File: src/rtl/rad_injector_pkg.sv
// Shared types and default widths for the radiation mismatch injector.
package rad_injector_pkg;

  localparam int C_INJ_COUNT_WIDTH = 8;
  localparam int C_INJ_TIMER_WIDTH = 16;

  typedef enum logic [1:0] {
    IDLE = 2'd0,
    HIGH = 2'd1,
    LOW  = 2'd2,
    DONE = 2'd3
  } t_inj_state;

endpackage

File: src/rtl/rad_injector_phase_timer.sv
// Loadable phase down-counter shared by the HIGH and LOW phases.
// A length of 0 behaves like 1, so every phase lasts at least one cycle.
module rad_injector_phase_timer
  import rad_injector_pkg::*;
#(
  parameter int G_TIMER_WIDTH = C_INJ_TIMER_WIDTH
) (
  input  logic                     clk_i,
  input  logic                     rst_n_i,
  input  logic                     load,
  input  logic [G_TIMER_WIDTH-1:0] len,
  output logic                     expired
);

  localparam logic [G_TIMER_WIDTH-1:0] C_ONE = G_TIMER_WIDTH'(1);

  logic [G_TIMER_WIDTH-1:0] count;

  always_ff @(posedge clk_i or negedge rst_n_i) begin
    if (!rst_n_i) begin
      count <= '0;
    end else if (load) begin
      count <= (len == '0) ? '0 : len - C_ONE;
    end else if (count != '0) begin
      count <= count - C_ONE;
    end
  end

  // The phase ends on the cycle the count sits at zero; it never wraps.
  assign expired = (count == '0);

endmodule

File: src/rtl/radiation_mismatch_injector.sv
// Burst generator of rectangular mismatch pulses on a masked set of monitor channels.
// Handshake: start_i is accepted only while busy_o=0; busy_o stays high until the cycle
// after the one-cycle done_o strobe, and pulses_sent_o holds the burst's edge count until the next start.
module radiation_mismatch_injector
  import rad_injector_pkg::*;
#(
  parameter int G_NUM_CHANNELS = 4,
  parameter int G_COUNT_WIDTH  = C_INJ_COUNT_WIDTH,
  parameter int G_TIMER_WIDTH  = C_INJ_TIMER_WIDTH
) (
  input  logic                      clk_i,
  input  logic                      rst_n_i,
  input  logic                      start_i,
  input  logic                      abort_i,
  input  logic [G_COUNT_WIDTH-1:0]  num_pulses_i,
  input  logic [G_TIMER_WIDTH-1:0]  high_len_i,
  input  logic [G_TIMER_WIDTH-1:0]  low_len_i,
  input  logic [G_NUM_CHANNELS-1:0] chan_mask_i,
  output logic [G_NUM_CHANNELS-1:0] mismatch_o,
  output logic                      busy_o,
  output logic                      done_o,
  output logic [G_COUNT_WIDTH-1:0]  pulses_sent_o,
  output t_inj_state                dbg_state_o
);

  localparam logic [G_COUNT_WIDTH-1:0] C_CNT_ONE = G_COUNT_WIDTH'(1);

  t_inj_state                state;
  logic [G_COUNT_WIDTH-1:0]  cfg_num;
  logic [G_TIMER_WIDTH-1:0]  cfg_high;
  logic [G_TIMER_WIDTH-1:0]  cfg_low;
  logic [G_NUM_CHANNELS-1:0] cfg_mask;

  logic                      timer_load;
  logic [G_TIMER_WIDTH-1:0]  timer_len;
  logic                      timer_expired;
  logic                      more_pulses;

  assign more_pulses = (pulses_sent_o < cfg_num);

  // Reload the shared timer on every phase entry; the first HIGH uses the live inputs.
  always_comb begin
    timer_load = 1'b0;
    timer_len  = cfg_high;
    case (state)
      IDLE: begin
        if (start_i && (num_pulses_i != '0)) begin
          timer_load = 1'b1;
          timer_len  = high_len_i;
        end
      end
      HIGH: begin
        if (!abort_i && timer_expired && more_pulses) begin
          timer_load = 1'b1;
          timer_len  = cfg_low;
        end
      end
      LOW: begin
        if (!abort_i && timer_expired) begin
          timer_load = 1'b1;
          timer_len  = cfg_high;
        end
      end
      default: ;
    endcase
  end

  rad_injector_phase_timer #(
    .G_TIMER_WIDTH(G_TIMER_WIDTH)
  ) u_phase_timer (
    .clk_i   (clk_i),
    .rst_n_i (rst_n_i),
    .load    (timer_load),
    .len     (timer_len),
    .expired (timer_expired)
  );

  always_ff @(posedge clk_i or negedge rst_n_i) begin
    if (!rst_n_i) begin
      state         <= IDLE;
      cfg_num       <= '0;
      cfg_high      <= '0;
      cfg_low       <= '0;
      cfg_mask      <= '0;
      mismatch_o    <= '0;
      busy_o        <= 1'b0;
      done_o        <= 1'b0;
      pulses_sent_o <= '0;
    end else begin
      case (state)
        IDLE: begin
          mismatch_o <= '0;
          busy_o     <= 1'b0;
          done_o     <= 1'b0;
          if (start_i) begin
            cfg_num  <= num_pulses_i;
            cfg_high <= high_len_i;
            cfg_low  <= low_len_i;
            cfg_mask <= chan_mask_i;
            busy_o   <= 1'b1;
            if (num_pulses_i == '0) begin
              state         <= DONE;
              done_o        <= 1'b1;
              pulses_sent_o <= '0;
            end else begin
              state         <= HIGH;
              mismatch_o    <= chan_mask_i;
              pulses_sent_o <= C_CNT_ONE;
            end
          end
        end
        HIGH: begin
          if (abort_i || (timer_expired && !more_pulses)) begin
            state      <= DONE;
            mismatch_o <= '0;
            done_o     <= 1'b1;
          end else if (timer_expired) begin
            state      <= LOW;
            mismatch_o <= '0;
          end
        end
        LOW: begin
          if (abort_i) begin
            state  <= DONE;
            done_o <= 1'b1;
          end else if (timer_expired) begin
            state         <= HIGH;
            mismatch_o    <= cfg_mask;
            pulses_sent_o <= pulses_sent_o + C_CNT_ONE;
          end
        end
        DONE: begin
          state      <= IDLE;
          mismatch_o <= '0;
          done_o     <= 1'b0;
          busy_o     <= 1'b0;
        end
        default: state <= IDLE;
      endcase
    end
  end

  assign dbg_state_o = state;

endmodule

File: config.mk
export PLATFORM = sky130hd
export DESIGN_NAME = radiation_mismatch_injector
export DESIGN_NICKNAME = d
export VERILOG_FILES = /design/src/rtl/rad_injector_pkg.sv /design/src/rtl/rad_injector_phase_timer.sv /design/src/rtl/radiation_mismatch_injector.sv
export SDC_FILE = /design/constraint.sdc
export NUM_CORES = 1
export LEC_CHECK = 0
export ABC_AREA = 0
export ABC_CLOCK_PERIOD_IN_PS = 9300
export CAP_MARGIN = 10
export CORE_MARGIN = 4
export CORE_UTILIZATION = 35
export CTS_CLUSTER_SIZE = 28
export DETAILED_ROUTE_END_ITERATION = 8
export SLEW_MARGIN = 20
export SYNTH_ARGS = -nofsm -noshare
export SYNTH_HDL_FRONTEND = slang
export SYNTH_HIERARCHICAL = 1
export SYNTH_SLANG_ARGS = --single-unit
File: constraint.sdc
create_clock -name clk_i -period 9.3 [get_ports clk_i]
set_input_delay 1.395 -clock clk_i [delete_from_list [all_inputs] [get_ports clk_i]]
set_output_delay 1.395 -clock clk_i [all_outputs]
set_load 0.1 [all_outputs]
==> results by group, run 1 <==
Place
  – Inst Count DP: approximately 770
  – Detail Placement HPWL: between 8000 and 9000 um
  – Setup Slack @ Placement: around 3.7 ns
  – PortBufs: 63
  – Placer Congestion: approximately 0.80

Final layout
  – Ratio of cells with drive above 1 in the final layout: under 10%
  – Fillers: between 1000 and 1500
  – Area delta synth->final: 22.38%
  – Commonest non-fill, non-tap cell in the layout: nand2_1
  – Layout Cells excl Fill: 785
  – Most frequent cells in the layout: nand2_1, dfrtp_1, clkdlybuf4s50_1
  – Diode count: 0
  – Post-Route Utilization: 44.05%
  – # nets final: about 670
  – Multi-input logic area: ~2500 sq um
  – Register area: approximately 1900 sq um

Global routing
  – Total GRT Usage: ~16%
  – Vias in the first global route: 3845
  – Largest net degree at the start of global routing: 77
  – Initial antenna violation count: 0
  – Grt ovf: 0
  – First-pass GRT wire length: ~19000 um

Die
  – Core Region: ~13000 sq um
  – Die area: 14980 sq um
  – Initial Utilization: between 30% and 40%
  – Chip Width: about 120 um
  – IO Count: 64
  – DIE HEIGHT: between 100 and 150 um
  – Row cnt: 41

Outcome
  – Status: complete, no violations

Drt
  – Drc violations: 0
  – WL final: approximately 12000 um
  – 1st-iter DRT viols: between 200 and 300
  – TritonRoute pass-1 iters: 5
  – Vias per cell: approximately 5.0
  – DR vias: approximately 4000
  – Routed length per instance: about 15 um
  – Post-route ant nets: 0

Timing
  – # setup viols final: 0
  – Relative slew slack: 34.23%
  – Minimum clock period: between 5 and 6 ns
  – Final Cycle Share: 57.93%
  – Final Hold Vio Count: 0
  – Clock skew: roughly 0.0046 ns
  – Setup ws final: 3.912 ns
  – Setup TNS: 0 ns
  – RSZ-0062 raised after global routing: false
  – Max frequency: 185.6 MHz
  – Final-report max-slew violation count: 0
  – Slew @ Worst Pin: 0.9835 ns

Yosys
  – Mean Syn Cell Area: 8.222 sq um
  – Async S/R FF share, synth: 100.0%
  – Post-synth net total: ~620
  – Synth Instances: roughly 560
  – Synth Flop Type: dfrtp_1
  – Sequential area share after synthesis: 41.53%
  – Number of synthesized flops with an enable pin: 0
  – Yosys warns: 6
  – Synthesized area: ~4600 sq um
  – Register bit total from synthesis: 76
  – Cell variety after synth: roughly 50

Critical path
  – CP Launch Type: flop
  – Critical Path Sink Type: flop
  – Register-to-register setup slack: slightly below 4 ns
  – Worst Setup SP: u_phase_timer/count[13]
  – R2R depth: 14
  – Reg-to-reg endpoint: u_phase_timer/count[5]
  – R2R Path Start: u_phase_timer/count[13]
  – CP Class: reg -> reg
  – CP cell instances: or4_1, nand4b_1, inv_1, nor2b_1, buf_4, and2_1, o211ai_1, inv_1, ha_1, or4b_4, or4_4, o41ai_4, o22a_1, nor2_1
  – Most common cell on crit path: inv_1
  – Slowest stage delay, CP: slightly below 0.8 ns
  – Critical path arrival: around 5.6 ns
  – Crit path to: u_phase_timer/count[5]
  – CP required: around 9.5 ns
  – Worst-path fanout max: 18
  – Slowest stage cell, crit path: o41ai_4

Clock network
  – H-tree levels: 3
  – Clk Latency, worst-skew pair: about 0.33 ns
  – Hold buffers post-CTS: 0
  – Root Driver: clkbuf_16
  – Post-CTS resize count: 0
  – Clock Pin Slew Worst Setup and Hold Paths: ~0.060 ns
  – CTS tree: yes
  – Clk sinks: between 70 and 80
  – Postcts setup bufs: 0
  – TritonCTS Buffers: 9
  – Clk buf depth: 2

Power and ir drop
  – Total power: 1963 uW
  – Peak VDD IR: 0.2381 mV
  – Cell Pwr Density: between 300 and 400 nW/um^2
  – Leak pwr: 0.002408 uW

Worst hold path
  – Hold Path Class: reg -> reg

Flow run
  – Max-Cap Viols: 0
==> metrics by stage <==
| step | hold WS (ns) | instance area [sq um] |
|---|---|---|
| after detailed placement | 0.4603 | 5321 |
| final | 0.4742 | 5604 |
| after global placement | 0.4612 | 5321 |
| after CTS | 0.4745 | 5604 |
| after floorplan | 0.4379 | 4579 |
| after global routing | 0.5073 | 5604 |
==> layer usage <==
metal | vias up | wire (um) | track usage, %
met5 | - | 0 | 0
met4 | 0 | 184 | 5.878
met3 | 15 | 422 | 2.765
met2 | 70 | 5285 | 23.84
met1 | 1860 | 5633 | 22.97
li1 | 2008 | - | -
==> worst max-delay path, delay by kind of cell (launching register included) <==
kind,cells,cell delay (ns)
AO/OA/AOI/OAI,3,1.28
adder cells (fa/ha/maj),1,0.19
buffers and inverters,3,0.63
flip-flops,1,0.39
AND/OR/NAND/NOR,7,2.74
==> cell usage after synthesis, types with 3 or more instances <==
cell type | instances | area share, %
nand4_1 | 19 | 2.6
o22ai_1 | 3 | 0.41
o21ai_0 | 16 | 1.7
o211ai_1 | 17 | 2.8
dfrtp_1 | 76 | 42
nand2b_1 | 5 | 0.68
nand3_1 | 5 | 0.55
nor2_1 | 48 | 3.9
nor3_1 | 8 | 0.87
a32oi_1 | 4 | 0.76
clkbuf_1 | 12 | 0.98
xnor2_1 | 16 | 3.1
or3_1 | 6 | 0.82
nand3b_1 | 3 | 0.49
nor4_1 | 6 | 0.82
o32ai_1 | 5 | 0.96
nor2b_1 | 5 | 0.68
buf_4 | 4 | 0.66
a21oi_1 | 29 | 3.2
xor2_1 | 14 | 2.7
buf_2 | 12 | 1.3
o22a_1 | 7 | 1.3
nor3b_1 | 4 | 0.66
nand2_1 | 169 | 14
ha_1 | 16 | 4.4
inv_1 | 16 | 1.3
==> how the worst min path moves through the flow <==
stage                     cells past startpoint         from     endpoint
after floorplan                               2   cfg_num[0]   cfg_num[0]
after global placement                        2  cfg_mask[3]  cfg_mask[3]
after detailed placement                      2   cfg_num[0]   cfg_num[0]
after CTS                                     2   cfg_num[0]   cfg_num[0]
after global routing                          2  cfg_mask[0]  cfg_mask[0]
final                                         2   cfg_num[0]   cfg_num[0]
==> registers in the layout, summed over array words and instances (netlist names) <==
signal	count
busy_o	1
cfg_high	16
cfg_low	16
cfg_mask	4
cfg_num	8
dbg_state_o	2
done_o	1
mismatch_o	4
pulses_sent_o	8
u_phase_timer/count	16
==> cell type report <==
type,count,share of cell area (%)
clock buffers,15,4.956
clock inverters,1,0.08931
inverters,16,1.072
multi-input cells,435,44.01
flip-flops and latches,76,33.94
well taps,172,3.840
repair buffers,70,12.10
==> cell families (layout without fill, tap and decap cells) <==
kind of cell             after synthesis  count (layout)  synth area share (%)
AND/OR/NAND/NOR                      291             291                 28.44
buffers and inverters                 46             102                 4.754
adder cells (fa/ha/maj)               16              16                 4.372
XOR/XNOR                              30              30                 5.738
flip-flops                            76              76                 41.53
multiplexers                           3               3                0.8195
AO/OA/AOI/OAI                         95              95                 14.34
==> power breakdown <==
part           internal [uW]  switching [uW]  leakage (uW)
Clock                    202             128      0.000140
Combinational            373             666       0.00132
Sequential               481             114      0.000950
No activity file was read; power rests on OpenSTA's default activity.
==> run 2, diff against run 1 <==
--- a/config.mk
+++ b/config.mk
@@ -6,7 +6,7 @@
 export NUM_CORES = 1
 export LEC_CHECK = 0
 export ABC_AREA = 0
-export ABC_CLOCK_PERIOD_IN_PS = 9300
+export ABC_CLOCK_PERIOD_IN_PS = 5540
 export CAP_MARGIN = 10
 export CORE_MARGIN = 4
 export CORE_UTILIZATION = 35
==> constraint.sdc (replaced) <==
create_clock -name clk_i -period 5.54 [get_ports clk_i]
set_input_delay 0.831 -clock clk_i [delete_from_list [all_inputs] [get_ports clk_i]]
set_output_delay 0.831 -clock clk_i [all_outputs]
set_load 0.1 [all_outputs]
==> run 2 against run 1 <==
Net effect: count of clock-buffer cells in the layout fell by 5; via count rose by 1.4%; die area did not move; total power rose by 76%; core utilization rose by 0.74 points; setup slack got worse by 3.1 ns; clock skew rose by 0.0046 ns; clock power rose by 110%.
==> results by group, run 2 (synthesis gave the netlist of run 1 again) <==
Outcome
  – Status: complete, no violations

Drt
  – 1st-iter DRT viols: approximately 240
  – WL final: 11550 um
  – Routed length per instance: between 10 and 15 um
  – Drc violations: 0
  – Post-route ant nets: 0
  – TritonRoute pass-1 iters: 4
  – DR vias: approximately 4000
  – Vias per cell: 5.094

Clock network
  – CTS tree: yes
  – H-tree levels: 3
  – Clock Pin Slew Worst Setup and Hold Paths: roughly 0.06 ns
  – Clk Latency, worst-skew pair: around 0.33 ns
  – Post-CTS resize count: 0
  – Root Driver: clkbuf_16
  – Hold buffers post-CTS: 0
  – TritonCTS Buffers: 9
  – Clk sinks: 76
  – Postcts setup bufs: 0
  – Clk buf depth: 2

Timing
  – Minimum clock period: 4.698 ns
  – Clock skew: just over 0.009 ns
  – Hold slack: 0.2678 ns
  – Final Hold Vio Count: 0
  – Final-report max-slew violation count: 0
  – Relative slew slack: about a third
  – Slew @ Worst Pin: 1.001 ns
  – RSZ-0062 raised after global routing: false
  – Setup ws final: about 0.84 ns
  – Setup TNS: 0 ns
  – # setup viols final: 0
  – Final Cycle Share: about 85%
  – Max frequency: roughly 210 MHz

Power and ir drop
  – Leak pwr: around 0.0025 uW
  – Cell Pwr Density: 606.7 nW/um^2
  – Total power: 3457 uW
  – Peak VDD IR: 0.3555 mV

Final layout
  – # nets final: a little under 700
  – Commonest non-fill, non-tap cell in the layout: nand2_1
  – Fillers: around 1300
  – Diode count: 0
  – Ratio of cells with drive above 1 in the final layout: roughly 6.7%
  – Largest regs: cfg_high (16), cfg_low (16), u_phase_timer/count (16)
  – Area delta synth->final: 24.43%
  – Most frequent cells in the layout: nand2_1, dfrtp_1, clkdlybuf4s50_1
  – Post-Route Utilization: about 45%

Global routing
  – Grt ovf: 0
  – Largest net degree at the start of global routing: 76
  – Initial antenna violation count: 0
  – Vias in the first global route: slightly below 4000
  – Total GRT Usage: 16.18%
  – First-pass GRT wire length: 19330 um

Critical path
  – CP Class: reg -> reg
  – Worst-path fanout max: 15
  – Critical Path Sink Type: flop
  – Slowest stage delay, CP: slightly below 0.8 ns
  – Slowest stage cell, crit path: o41ai_4
  – Most common cell on crit path: buf_4
  – Critical path arrival: approximately 5 ns
  – CP Launch Type: flop
  – CP cell instances: or4_1, nand4b_1, buf_4, inv_1, nor2b_1, and2_1, buf_4, o211ai_1, or4b_4, or4_4, o41ai_4, o22a_1, nor2_1
  – CP required: around 5.7 ns

Worst hold path
  – Hold Path Class: in -> async

Place
  – Setup Slack @ Placement: between 0.7 and 0.8 ns
  – PortBufs: 63
  – Placer Congestion: 0.8450
  – Detail Placement HPWL: 8369 um

Die
  – Die area: between 10000 and 15000 sq um
  – Core Region: 12720 sq um
  – Row cnt: 41
  – Initial Utilization: between 30% and 40%
  – Chip Width: approximately 120 um
  – IO Count: 64
  – DIE HEIGHT: 122.4 um

Flow run
  – Max-Cap Viols: 0
run 2: cell count changes in the layout (fill, tap and decap cells not counted), sizes merged:
cell,previous run,this run
buf,8,11
bufinv,0,4
clkbuf,15,10
run 2: critical path: cells and delay by family, from the launching register on:
family | cells | cell delay (ns)
simple gates | 7 | 2.35
compound gates | 3 | 1.22
buf+inv | 3 | 0.58
flops | 1 | 0.39
run 2: metrics by stage:
step           std cells  area [sq um]
2_1_floorplan        557          4579
3_3_place_gp         772          5344
3_5_place_dp         772          5344
4_1_cts              787          5698
5_1_grt              787          5698
6_report             787          5698
run 2: worst paths after layout:
kind | slack [ns] | depth (start not counted) | endpoint | from
min in group clk_i | 0.47 | 2 | cfg_low[4] | cfg_low[4]
max reg2reg | 0.84 | 13 | u_phase_timer/count[5] | u_phase_timer/count[12]
min | 0.27 | 1 | cfg_num[4] | rst_n_i
max in group asynchronous | 4.16 | 2 | u_phase_timer/count[3] | rst_n_i
max | 0.84 | 13 | u_phase_timer/count[5] | u_phase_timer/count[12]
min reg2reg | 0.47 | 2 | cfg_low[4] | cfg_low[4]
run 2: layout make-up:
class	count	area (sq um)	area share [%]
Clock buffer	10	229.0	4.018
Inverter	16	60.06	1.054
Tap cell	172	215.2	3.777
Timing Repair Buffer	73	700.7	12.30
Sequential cell	76	1902	33.38
Clock inverter	5	125.1	2.196
Multi-Input combinational cell	435	2466	43.28
run 2: report_power, final:
part | leakage, uW | total, uW | switching, uW | internal, uW
logic | 0.00133 | 1760 | 1130 | 630
clock network | 0.000173 | 700 | 218 | 482
registers | 0.000950 | 994 | 187 | 807
total | 0.00246 | 3460 | 1540 | 1920
run 2: layer usage:
metal | wire length, um | track usage (%) | vias to the layer above
li1 | - | - | 2015
met1 | 5715 | 23.00 | 1890
met2 | 5227 | 23.94 | 85
met3 | 336 | 2.396 | 19
met4 | 271 | 8.188 | 0
met5 | 0 | 0 | -
==> run 3, diff against run 2 <==
--- a/config.mk
+++ b/config.mk
@@ -6,7 +6,7 @@
 export NUM_CORES = 1
 export LEC_CHECK = 0
 export ABC_AREA = 0
-export ABC_CLOCK_PERIOD_IN_PS = 5540
+export ABC_CLOCK_PERIOD_IN_PS = 4850
 export CAP_MARGIN = 10
 export CORE_MARGIN = 4
 export CORE_UTILIZATION = 35
==> constraint.sdc (replaced) <==
create_clock -name clk_i -period 4.85 [get_ports clk_i]
set_input_delay 0.7275 -clock clk_i [delete_from_list [all_inputs] [get_ports clk_i]]
set_output_delay 0.7275 -clock clk_i [all_outputs]
set_load 0.1 [all_outputs]
==> run 3 against run 2 <==
Net effect: design area rose by 0.20%; register-to-register slack lost 0.22 ns; core utilization rose by 0.089 points; critical path type unchanged; cell count is 0.38% higher; critical endpoint unchanged; hold slack improved by 0.18 ns; clock power rose by 11%; setup slack got worse by 0.22 ns.
==> results by group, run 3 (synthesis gave the netlist of run 1 again) <==
Drt
  – Vias per cell: ~5.1
  – Post-route ant nets: 0
  – DR vias: approximately 4100
  – Drc violations: 0
  – Routed length per instance: ~15 um
  – TritonRoute pass-1 iters: 4
  – WL final: between 10000 and 15000 um
  – 1st-iter DRT viols: approximately 310

Timing
  – RSZ-0062 raised after global routing: false
  – # setup viols final: 0
  – Minimum clock period: 4.227 ns
  – Setup TNS: 0 ns
  – Clock skew: 0.007748 ns
  – Final Cycle Share: ~87%
  – Relative slew slack: between 30% and 40%
  – Final-report max-slew violation count: 0
  – Slew @ Worst Pin: between 1 and 1.5 ns
  – Max frequency: around 240 MHz
  – Final Hold Vio Count: 0

Clock network
  – Clock Pin Slew Worst Setup and Hold Paths: around 0.060 ns
  – CTS tree: yes
  – Post-CTS resize count: 0
  – Clk sinks: 76
  – Hold buffers post-CTS: 0
  – Clk buf depth: 2
  – Root Driver: clkbuf_16
  – Clk Latency, worst-skew pair: around 0.34 ns
  – Postcts setup bufs: 0
  – TritonCTS Buffers: 9
  – H-tree levels: 3

Critical path
  – Slowest stage delay, CP: about 0.60 ns
  – Most common cell on crit path: buf_4
  – Critical path arrival: approximately 4.4 ns
  – CP cell instances: or4_1, nand4b_1, inv_1, nor2b_1, and2_1, buf_4, o211ai_1, or4b_4, or4_4, o41ai_4, buf_4, o22a_1, nor2_1
  – Slowest stage cell, crit path: or4b_4
  – Critical Path Sink Type: flop
  – CP Class: reg -> reg
  – Worst-path fanout max: 15
  – CP Launch Type: flop
  – CP required: between 5 and 6 ns

Final layout
  – Fillers: 1285
  – Register area: between 1500 and 2000 sq um
  – Post-Route Utilization: between 40 and 50%
  – Most frequent cells in the layout: nand2_1, dfrtp_1, clkdlybuf4s50_1
  – Multi-input logic area: 2466 sq um
  – # nets final: 677
  – Diode count: 0
  – Area delta synth->final: 24.67%
  – Largest regs: cfg_high (16), cfg_low (16), u_phase_timer/count (16)
  – Ratio of cells with drive above 1 in the final layout: 7.282%
  – Commonest non-fill, non-tap cell in the layout: nand2_1

Global routing
  – Initial antenna violation count: 0
  – Grt ovf: 0
  – Vias in the first global route: ~4000
  – Largest net degree at the start of global routing: 56
  – First-pass GRT wire length: ~20000 um
  – Total GRT Usage: 17.03%

Power and ir drop
  – Clk network pwr share: a little under 20%
  – Peak VDD IR: roughly 0.33 mV
  – Switching fraction of total power: roughly 45%
  – NetSw: 1772 uW
  – Cell internal pwr: between 2000 and 2500 uW
  – Register share of total power: between 20 and 30%
  – Comb pwr share: approximately half
  – Leak pwr: about 0.0025 uW
  – Cell Pwr Density: between 600 and 700 nW/um^2

Flow run
  – Max-Cap Viols: 0

Die
  – DIE HEIGHT: 122.4 um
  – IO Count: 64
  – Chip Width: about 120 um
  – Row cnt: 41
  – Die area: 14980 sq um
  – Core Region: 12720 sq um
  – Initial Utilization: a little over a third

Place
  – Placer Congestion: 0.8661
  – PortBufs: 63
  – Detail Placement HPWL: ~9000 um

Worst hold path
  – Hold Path Class: in -> async

Outcome
  – Status: complete, no violations
## run 3: changes by cell type in the layout (fill, tap and decap cells not counted), sizes merged
cell      change
buf           +2
clkinvlp      +1
bufinv        -1
clkinv        +1
## run 3: power by group through the flow
stage / Combinational, uW / Clock (uW) / Sequential, uW
global route: 2260 / 826 / 1170
CTS: 2030 / 798 / 1130
global placement: 1980 / 0 / 1130
finish: 2020 / 779 / 1130
floorplan: 1280 / 0 / 1390
detailed placement: 2020 / 0 / 1140
## run 3: worst paths after layout
path / cells after the start / startpoint / slack (ns) / end
worst max register to register: 13 / u_phase_timer/count[13] / 0.62 / u_phase_timer/count[5]
worst min-delay path: 1 / rst_n_i / 0.45 / cfg_num[4]
min in group clk_i: 2 / cfg_num[0] / 0.47 / cfg_num[0]
worst max-delay path: 13 / u_phase_timer/count[13] / 0.62 / u_phase_timer/count[5]
worst min register to register: 2 / cfg_num[0] / 0.47 / cfg_num[0]
max in group asynchronous: 2 / rst_n_i / 3.32 / mismatch_o[1]
## run 3: final cells by class
type                       count  area share [%]
clock inverter                 6           1.950
sequential                    76           33.31
inverter                      16           1.052
timing repair buffer          75           12.54
multi-input combinational    435           43.20
tap                          172           3.769
clock buffer                  10           4.186
## run 3: per-layer routing
| layer | vias to the layer above | GRT usage [%] | part of all wire (%) |
|---|---|---|---|
| met5 | - | 0 | 0 |
| met4 | 0 | 6.368 | 1.6 |
| met3 | 13 | 2.949 | 3.7 |
| met2 | 92 | 25.52 | 46 |
| met1 | 1940 | 24.61 | 48 |
| li1 | 2016 | - | - |
## run 3: critical path, delay by kind of cell (launching register included)
kind / cells / cell delay (ns)
buf+inv: 3 / 0.69
simple gates: 7 / 2.35
compound gates: 3 / 0.66
flops: 1 / 0.39
## run 3: through the flow
step                      setup WS [ns]  std cells  hold WS [ns]  cell area [sq um]  total power, uW
final                            0.6230        790        0.4494               5709             3931
after global routing             0.3387        790        0.4931               5709             4255
after CTS                        0.6097        790        0.4674               5709             3962
after detailed placement         0.4870        774        0.4591               5359             3159
after global placement           0.5283        774        0.4581               5359             3108
after floorplan                  0.3819        557        0.4319               4579             2666
